## config.mk

```make
export PLATFORM = sky130hd
export DESIGN_NAME = ffn_weight_loader_flat
export DESIGN_NICKNAME = d
export VERILOG_FILES = /design/src/rtl/ffn_pkg.sv /design/src/rtl/ffn_weight_loader_if.sv /design/src/rtl/ffn_wload_csum.sv /design/src/rtl/ffn_weight_loader.sv /design/src/flat_wrapper.sv
export SDC_FILE = /design/constraint.sdc
export NUM_CORES = 2
export LEC_CHECK = 0
export ABC_AREA = 0
export BUFFER_PORTS_ARGS = -buffer_cell sky130_fd_sc_hd__buf_2
export CAP_MARGIN = 20
export CORE_AREA = 3 3 483 485
export CTS_CLUSTER_DIAMETER = 60
export DETAILED_ROUTE_END_ITERATION = 8
export DIE_AREA = 0 0 486 488
export MAX_ROUTING_LAYER = met4
export PLACE_DENSITY = 0.59
export RECOVER_POWER = 50
export SYNTH_ARGS = -nofsm -noshare
export SYNTH_HDL_FRONTEND = slang
export SYNTH_SLANG_ARGS = --single-unit
```

## constraint.sdc

```tcl
create_clock -name clk -period 3.4 [get_ports clk]
set_input_delay 0.68 -clock clk [delete_from_list [all_inputs] [get_ports clk]]
set_output_delay 0.68 -clock clk [all_outputs]
set_load 0.03 [all_outputs]
```

## src/rtl/ffn_pkg.sv

```systemverilog
// Shared definitions for the FFN weight loader: default dimensions, segment
// sizes of the weight stream and the loader state encoding.
package ffn_pkg;

    localparam int FFN_EMBED_DIM  = 4;
    localparam int FFN_FFN_DIM    = 8;
    localparam int FFN_DATA_WIDTH = 16;

    // Words per stream segment, in stream order w1, b1, w2, b2
    localparam int W1_WORDS    = FFN_EMBED_DIM * FFN_FFN_DIM;
    localparam int B1_WORDS    = FFN_FFN_DIM;
    localparam int W2_WORDS    = FFN_FFN_DIM * FFN_EMBED_DIM;
    localparam int B2_WORDS    = FFN_EMBED_DIM;
    localparam int TOTAL_WORDS = W1_WORDS + B1_WORDS + W2_WORDS + B2_WORDS;

    typedef enum logic [2:0] {
        ST_IDLE    = 3'd0,
        ST_LOAD_W1 = 3'd1,
        ST_LOAD_B1 = 3'd2,
        ST_LOAD_W2 = 3'd3,
        ST_LOAD_B2 = 3'd4,
        ST_CHECK   = 3'd5,
        ST_COMMIT  = 3'd6
    } state_t;

    // Number of words expected in the segment owned by a LOAD_* state
    function automatic int seg_words(input state_t s, input int e, input int f);
        case (s)
            ST_LOAD_W1: return e * f;
            ST_LOAD_B1: return f;
            ST_LOAD_W2: return f * e;
            ST_LOAD_B2: return e;
            default:    return 1;
        endcase
    endfunction

endpackage

```

## src/rtl/ffn_weight_loader_if.sv

```systemverilog
// Stream, control and committed-weight signals between a parameter source
// (master) and the weight loader (slave).
interface ffn_weight_loader_if #(
    parameter int EMBED_DIM  = 4,
    parameter int FFN_DIM    = 8,
    parameter int DATA_WIDTH = 16
);

    logic                                  load_start;
    logic                                  s_valid;
    logic [DATA_WIDTH-1:0]                 s_data;
    logic                                  s_ready;
    logic [EMBED_DIM*FFN_DIM*DATA_WIDTH-1:0] w1_flat;
    logic [FFN_DIM*DATA_WIDTH-1:0]         b1_flat;
    logic [FFN_DIM*EMBED_DIM*DATA_WIDTH-1:0] w2_flat;
    logic [EMBED_DIM*DATA_WIDTH-1:0]       b2_flat;
    logic                                  weights_ready;
    logic                                  load_done;
    logic                                  busy;
    logic                                  load_error;

    modport master (
        output load_start, s_valid, s_data,
        input  s_ready, w1_flat, b1_flat, w2_flat, b2_flat,
        input  weights_ready, load_done, busy, load_error
    );

    modport slave (
        input  load_start, s_valid, s_data,
        output s_ready, w1_flat, b1_flat, w2_flat, b2_flat,
        output weights_ready, load_done, busy, load_error
    );

endinterface

```

## src/rtl/ffn_wload_csum.sv

```systemverilog
// Clearable running sum (mod 2^DATA_WIDTH) of accepted payload words.
module ffn_wload_csum #(
    parameter int DATA_WIDTH = 16
) (
    input  logic                  clk,
    input  logic                  rst,
    input  logic                  i_clear,
    input  logic                  i_add,
    input  logic [DATA_WIDTH-1:0] i_data,
    output logic [DATA_WIDTH-1:0] o_sum
);

    logic [DATA_WIDTH-1:0] r_sum;

    // Clear wins over add so a restart never carries a stale word into the new sum
    always_ff @(posedge clk) begin
        if (rst || i_clear) begin
            r_sum <= '0;
        end else if (i_add) begin
            r_sum <= r_sum + i_data;
        end
    end

    assign o_sum = r_sum;

endmodule

```

## src/rtl/ffn_weight_loader.sv

```systemverilog
// Streaming FFN weight loader: assembles w1, b1, w2, b2 into a shadow buffer
// and commits the complete set atomically to the flat output buses.
// Optional checksum word after b2 is enabled by defining FFN_WLOAD_CHECKSUM_EN.
module ffn_weight_loader
    import ffn_pkg::*;
#(
    parameter int EMBED_DIM  = FFN_EMBED_DIM,
    parameter int FFN_DIM    = FFN_FFN_DIM,
    parameter int DATA_WIDTH = FFN_DATA_WIDTH
) (
    input  logic clk,
    input  logic rst,
    ffn_weight_loader_if.slave bus
);

    localparam int N_W1  = EMBED_DIM * FFN_DIM;
    localparam int N_B1  = FFN_DIM;
    localparam int N_W2  = FFN_DIM * EMBED_DIM;
    localparam int N_B2  = EMBED_DIM;
    localparam int CNT_W = $clog2(N_W1 + 1);

    state_t                     r_state;
    logic [CNT_W-1:0]           r_cnt;
    logic                       r_s_ready;
    logic                       r_weights_ready;
    logic                       r_load_done;
    logic                       r_busy;
    logic [N_W1*DATA_WIDTH-1:0] r_sh_w1, r_w1;
    logic [N_B1*DATA_WIDTH-1:0] r_sh_b1, r_b1;
    logic [N_W2*DATA_WIDTH-1:0] r_sh_w2, r_w2;
    logic [N_B2*DATA_WIDTH-1:0] r_sh_b2, r_b2;

    logic   w_accept;
    logic   w_seg_last;
    int     w_base;
    state_t w_next_seg;

    assign w_accept   = bus.s_valid && r_s_ready;
    assign w_seg_last = (int'(r_cnt) == seg_words(r_state, EMBED_DIM, FFN_DIM) - 1);
    assign w_base     = int'(r_cnt) * DATA_WIDTH;

`ifdef FFN_WLOAD_CHECKSUM_EN
    logic [DATA_WIDTH-1:0] w_sum;
    logic                  w_sum_add;
    logic                  r_load_error;

    assign w_sum_add = w_accept && !bus.load_start &&
                       (r_state inside {ST_LOAD_W1, ST_LOAD_B1, ST_LOAD_W2, ST_LOAD_B2});

    ffn_wload_csum #(.DATA_WIDTH(DATA_WIDTH)) u_csum (
        .clk     (clk),
        .rst     (rst),
        .i_clear (bus.load_start),
        .i_add   (w_sum_add),
        .i_data  (bus.s_data),
        .o_sum   (w_sum)
    );

    assign bus.load_error = r_load_error;
`else
    assign bus.load_error = 1'b0;
`endif

    // Segment that follows the current LOAD_* state once its last word lands
    always_comb begin
        w_next_seg = ST_IDLE;
        case (r_state)
            ST_LOAD_W1: w_next_seg = ST_LOAD_B1;
            ST_LOAD_B1: w_next_seg = ST_LOAD_W2;
            ST_LOAD_W2: w_next_seg = ST_LOAD_B2;
`ifdef FFN_WLOAD_CHECKSUM_EN
            ST_LOAD_B2: w_next_seg = ST_CHECK;
`else
            ST_LOAD_B2: w_next_seg = ST_COMMIT;
`endif
            default:    w_next_seg = ST_IDLE;
        endcase
    end

    // Shadow buffer write: word k of a segment lands in slice k; a word arriving with a restart is dropped
    always_ff @(posedge clk) begin
        if (rst) begin
            r_sh_w1 <= '0;
            r_sh_b1 <= '0;
            r_sh_w2 <= '0;
            r_sh_b2 <= '0;
        end else if (w_accept && !bus.load_start) begin
            case (r_state)
                ST_LOAD_W1: r_sh_w1[w_base +: DATA_WIDTH] <= bus.s_data;
                ST_LOAD_B1: r_sh_b1[w_base +: DATA_WIDTH] <= bus.s_data;
                ST_LOAD_W2: r_sh_w2[w_base +: DATA_WIDTH] <= bus.s_data;
                ST_LOAD_B2: r_sh_b2[w_base +: DATA_WIDTH] <= bus.s_data;
                default: ;
            endcase
        end
    end

    // Load sequencer: segment counting, restart, optional checksum compare and atomic commit
    always_ff @(posedge clk) begin
        if (rst) begin
            r_state         <= ST_IDLE;
            r_cnt           <= '0;
            r_s_ready       <= 1'b0;
            r_weights_ready <= 1'b0;
            r_load_done     <= 1'b0;
            r_busy          <= 1'b0;
            r_w1            <= '0;
            r_b1            <= '0;
            r_w2            <= '0;
            r_b2            <= '0;
`ifdef FFN_WLOAD_CHECKSUM_EN
            r_load_error    <= 1'b0;
`endif
        end else begin
            r_load_done <= 1'b0;
`ifdef FFN_WLOAD_CHECKSUM_EN
            r_load_error <= 1'b0;
`endif
            case (r_state)
                ST_IDLE: begin
                    if (bus.load_start) begin
                        r_state         <= ST_LOAD_W1;
                        r_cnt           <= '0;
                        r_s_ready       <= 1'b1;
                        r_busy          <= 1'b1;
                        r_weights_ready <= 1'b0;
                    end
                end
                ST_LOAD_W1, ST_LOAD_B1, ST_LOAD_W2, ST_LOAD_B2: begin
                    if (bus.load_start) begin
                        r_state <= ST_LOAD_W1;
                        r_cnt   <= '0;
                    end else if (w_accept) begin
                        if (w_seg_last) begin
                            r_state   <= w_next_seg;
                            r_cnt     <= '0;
                            r_s_ready <= (w_next_seg != ST_COMMIT);
                        end else begin
                            r_cnt <= r_cnt + 1'b1;
                        end
                    end
                end
`ifdef FFN_WLOAD_CHECKSUM_EN
                ST_CHECK: begin
                    if (bus.load_start) begin
                        r_state <= ST_LOAD_W1;
                        r_cnt   <= '0;
                    end else if (w_accept) begin
                        r_s_ready <= 1'b0;
                        if (bus.s_data == w_sum) begin
                            r_state <= ST_COMMIT;
                        end else begin
                            r_state      <= ST_IDLE;
                            r_busy       <= 1'b0;
                            r_load_error <= 1'b1;
                        end
                    end
                end
`endif
                ST_COMMIT: begin
                    r_w1            <= r_sh_w1;
                    r_b1            <= r_sh_b1;
                    r_w2            <= r_sh_w2;
                    r_b2            <= r_sh_b2;
                    r_weights_ready <= 1'b1;
                    r_load_done     <= 1'b1;
                    r_busy          <= 1'b0;
                    r_state         <= ST_IDLE;
                end
                default: begin
                    r_state   <= ST_IDLE;
                    r_s_ready <= 1'b0;
                    r_busy    <= 1'b0;
                end
            endcase
        end
    end

    assign bus.s_ready       = r_s_ready;
    assign bus.weights_ready = r_weights_ready;
    assign bus.load_done     = r_load_done;
    assign bus.busy          = r_busy;
    assign bus.w1_flat       = r_w1;
    assign bus.b1_flat       = r_b1;
    assign bus.w2_flat       = r_w2;
    assign bus.b2_flat       = r_b2;

endmodule
```

## src/flat_wrapper.sv

```systemverilog
// flat-port wrapper written by rule: the top's interface ports become plain ports
module ffn_weight_loader_flat import ffn_pkg::*;
#(
    parameter int EMBED_DIM  = FFN_EMBED_DIM,
    parameter int FFN_DIM    = FFN_FFN_DIM,
    parameter int DATA_WIDTH = FFN_DATA_WIDTH
)
  (clk, rst, bus_load_start, bus_s_valid, bus_s_data, bus_s_ready, bus_w1_flat, bus_b1_flat, bus_w2_flat, bus_b2_flat, bus_weights_ready, bus_load_done, bus_busy, bus_load_error);
  ffn_weight_loader_if #(.EMBED_DIM(EMBED_DIM), .FFN_DIM(FFN_DIM), .DATA_WIDTH(DATA_WIDTH)) bus_i ();
  input  logic clk;
  input  logic rst;
  input wire logic [$bits(bus_i.load_start)-1:0] bus_load_start;
  input wire logic [$bits(bus_i.s_valid)-1:0] bus_s_valid;
  input wire logic [$bits(bus_i.s_data)-1:0] bus_s_data;
  output wire logic [$bits(bus_i.s_ready)-1:0] bus_s_ready;
  output wire logic [$bits(bus_i.w1_flat)-1:0] bus_w1_flat;
  output wire logic [$bits(bus_i.b1_flat)-1:0] bus_b1_flat;
  output wire logic [$bits(bus_i.w2_flat)-1:0] bus_w2_flat;
  output wire logic [$bits(bus_i.b2_flat)-1:0] bus_b2_flat;
  output wire logic [$bits(bus_i.weights_ready)-1:0] bus_weights_ready;
  output wire logic [$bits(bus_i.load_done)-1:0] bus_load_done;
  output wire logic [$bits(bus_i.busy)-1:0] bus_busy;
  output wire logic [$bits(bus_i.load_error)-1:0] bus_load_error;
  assign bus_i.load_start = bus_load_start;
  assign bus_i.s_valid = bus_s_valid;
  assign bus_i.s_data = bus_s_data;
  assign bus_s_ready = bus_i.s_ready;
  assign bus_w1_flat = bus_i.w1_flat;
  assign bus_b1_flat = bus_i.b1_flat;
  assign bus_w2_flat = bus_i.w2_flat;
  assign bus_b2_flat = bus_i.b2_flat;
  assign bus_weights_ready = bus_i.weights_ready;
  assign bus_load_done = bus_i.load_done;
  assign bus_busy = bus_i.busy;
  assign bus_load_error = bus_i.load_error;
  ffn_weight_loader #(.EMBED_DIM(EMBED_DIM), .FFN_DIM(FFN_DIM), .DATA_WIDTH(DATA_WIDTH)) u_core (.clk(clk), .rst(rst), .bus(bus_i));
endmodule
```

==> impl_results.md <==
- #FFs+latches synth: 2445
- Core ar.: 230000 um2
- Unique cell type count in the Yosys netlist: 54
- Data arrival, critical path: 3.95 ns
- Sequential share of the synthesized area: 0.566
- Hpwl dp: 259000 um
- Hold_buf cts: 0
- Global-route wire length before repair: 523000 um
- Worst Path Max Fanout: 18
- Register area: 49000 um2
- Antenna-violating nets left: 0
- TNS Setup: 0 ns
- DIE AREA: 237000 um2
- Row cnt: 176
- Minimum clock period: 3.24 ns
- Syn. warnings: 0
- Top delay family on crit path: simple AND/OR/NAND/NOR gates
- CTS tree: built
- Max IR drop VDD: 404 uV
- Sink Count: 2445
- Clk_skew: 0.0636 ns
- GPL Wtd Cong: 0.907
- Buf/Inv on CP: 3
- Ports: 1241
- Starting Density: 0.376
- DR vias: 80.7k
- TritonCTS Buffers: 282
- Routed WL: 372000 um
- Cell chain of the critical path: inv_1, ha_2, nor3b_2, xnor2_1, buf_4, nand3b_4, buf_4, or2_2, nand2_1, a21oi_1
- Violated checks: slew limit
- Clock Latency Late Sink: 0.93 ns
- Synth Net Count: 10.9k
- Worst EP required: 4.12 ns
- Leakage power: 33.0 nW
- Fin nets: 11.9k
- Die width: 486 um
- Final period utilization: 0.952
- Initial antenna violation count: 37
- Critical path type: flop to flop
- Hold Path Class: input pin to flop
- Crit path largest cell delay: 0.57 ns
- Total power: 60.0 mW
- Largest net degree at the start of global routing: 255
- Vias in the first global route: 74.8k
- Final setup vio count: 0
- Pre-Repair DR Iteration Count: 6
- Clk buf depth: 4
- H-tree levels: 5
- Worst-Margin Slew: 1.54 ns
- Max cap viols: 0
- Die boundary height: 488 um
- Async SR Flop Fraction: 0
- Area delta synth->final: 20.1%
- Layout fillers: 23.5k
- Drt drc: 0
- EDFF count, synth: 0
- Syn avg cell area: 7.91 um2
- Overflow after GRT: 0
- Status: finished, violations left
- Top FF cell, synth: dfxtp_1
- Vias per cell: 5.36
- Multi-input gate area: 34100 um2
- Peak Freq: 309 MHz
- Final Hold Fails: 0
- Clock transition at path regs: 0.06 ns
- Pwr Density: 578 nW/um2
- Layout cells sized above 1: 0.0764
- Fin. max-slew vios: 79
- Mapped cell area: 86400 um2
- WL per Instance: 24.7 um
- CP endpoint kind: flop
- IO Port Bufs: 1239
- Gate Count Post-Synth: 10.9k
- Most repeated library cell on the critical path: buf_4
- CP Launch Type: flop
- Setup repair bufs after CTS: 0
- All-Layer GR Usage: 0.308
- CP max-delay cell: nand3b_4
- DRT iter0 DRCs: 7942
- RSZ-0062 raised after global routing: false
- Clock Tree Root: clkbuf_16
- Relative slew slack: -0.0297
## Yosys cell counts, types with 32 or more instances
cell | count | area, um2
nand2_1 | 3999 | 15000
dfxtp_1 | 2445 | 48900
a21oi_1 | 2016 | 10100
clkbuf_1 | 818 | 3070
nand3_1 | 570 | 2850
o21ai_0 | 274 | 1370
nor2_1 | 174 | 653
mux2i_1 | 139 | 1390
nand4_1 | 107 | 669
buf_2 | 86 | 430
and3_1 | 35 | 219
buf_1 | 35 | 131
or2_2 | 33 | 206
or3_1 | 32 | 200
## worst register-to-register path: cells and delay by family, from the launching register on
kind                       cells  cell delay [ns]
and+or+nand+nor                4             1.44
AOI/OAI and AO/OA              1             0.08
buffers and inverters          3             0.76
xor gates and xnor gates       1             0.11
adders and majority gates      1             0.33
DFF                            1             0.37
## flip-flops by register name, indices dropped and copies added, names as in the netlist, 3 cells and up
signal / count
u_core.bus.w1_flat: 512
u_core.r_sh_w1: 512
u_core.r_sh_w2: 512
u_core.r_cnt: 6
u_core.r_state: 3
u_core.bus.b2_flat: 64
u_core.r_sh_b1: 128
u_core.bus.w2_flat: 512
u_core.bus.b1_flat: 128
u_core.r_sh_b2: 64
## cells in the final DEF (no fill, tap or decap), drive strengths merged, types with 3 or more instances in the layout
cell / instances
nand2b: 10
nand2: 3999
diode: 15
or3: 32
nor2b: 4
nor3: 38
nand4: 107
nor2: 194
clkinv: 46
and2: 6
buf: 337
and3: 35
bufinv: 12
o21ai: 295
nand3: 571
clkbuf: 1639
xnor2: 5
or2: 33
a2111oi: 3
inv: 21
mux2i: 139
dfxtp: 2445
xor2: 5
ha: 3
nand3b: 5
a31oi: 3
nor4: 4
a21oi: 2016
## metal layers
layer,share of wire,wire length (um),vias up,global-route usage
met2,0.45,166000,3534,0.470
met1,0.42,157000,38800,0.395
met5,0,0,-,-
met4,0.048,18000,0,0.131
li1,-,-,37600,-
met3,0.085,31600,712,0.0632
## path summary, 6_finish.rpt
path | from | to | slack [ns] | cells past startpoint
max | u_core.r_cnt[0] | u_core.r_sh_w1[350] | 0.16 | 10
min | rst | u_core.r_sh_w2[80] | 0.15 | 2
max reg2reg | u_core.r_cnt[0] | u_core.r_sh_w1[350] | 0.16 | 10
min reg2reg | u_core.r_sh_w1[339] | u_core.bus.w1_flat[339] | 0.41 | 2
## cell families (layout without fill, tap and decap cells)
family	count (synthesis)	after routing	synth area share
other cells	1	16	0.0000434
buf+inv	955	2055	0.0430
xor+xnor	10	10	0.00119
compound gates	2326	2326	0.135
mux	139	139	0.0161
simple gates	5044	5044	0.238
flops	2445	2445	0.566
fa+ha+maj	3	3	0.000434
## power by group
group,internal (mW),switching (mW),total (mW)
combinational,0.252,1.48,1.73
sequential,28.6,0.0125,28.7
clock,17.6,12.1,29.7
total,46.5,13.6,60.0
## cell type report
type	count	share of cell area
flip-flops and latches	2445	0.471
multi-input cells	7523	0.329
clock buffers	394	0.0784
repair buffers	1582	0.0768
well taps	3026	0.0365
clock inverters	73	0.00745
diodes	15	0.000362
inverters	6	0.000289
## stage by stage
stage / cells / worst slack, ns / hold slack (ns) / area (um2) / utilization
final: 15100 / 0.165 / 0.147 / 104000 / 0.452
after global routing: 15100 / 0.0374 / 0.102 / 104000 / 0.452
after CTS: 15000 / 0.160 / 0.0480 / 106000 / 0.459
after detailed placement: 14600 / 0.147 / 0.442 / 96600 / 0.421
after global placement: 14600 / 0.241 / 0.436 / 96600 / 0.420
after floorplan: 10900 / 0.284 / 0.429 / 86400 / -
## what timing repair did
| action | 4_1_cts | 5_1_grt |
|---|---|---|
| endpoints found under the setup margin | 0 | 13 |
| endpoints found under the hold margin | 0 | 0 |
| gates resized for setup | 0 | 2 |
(Power assumes the default switching activity.)
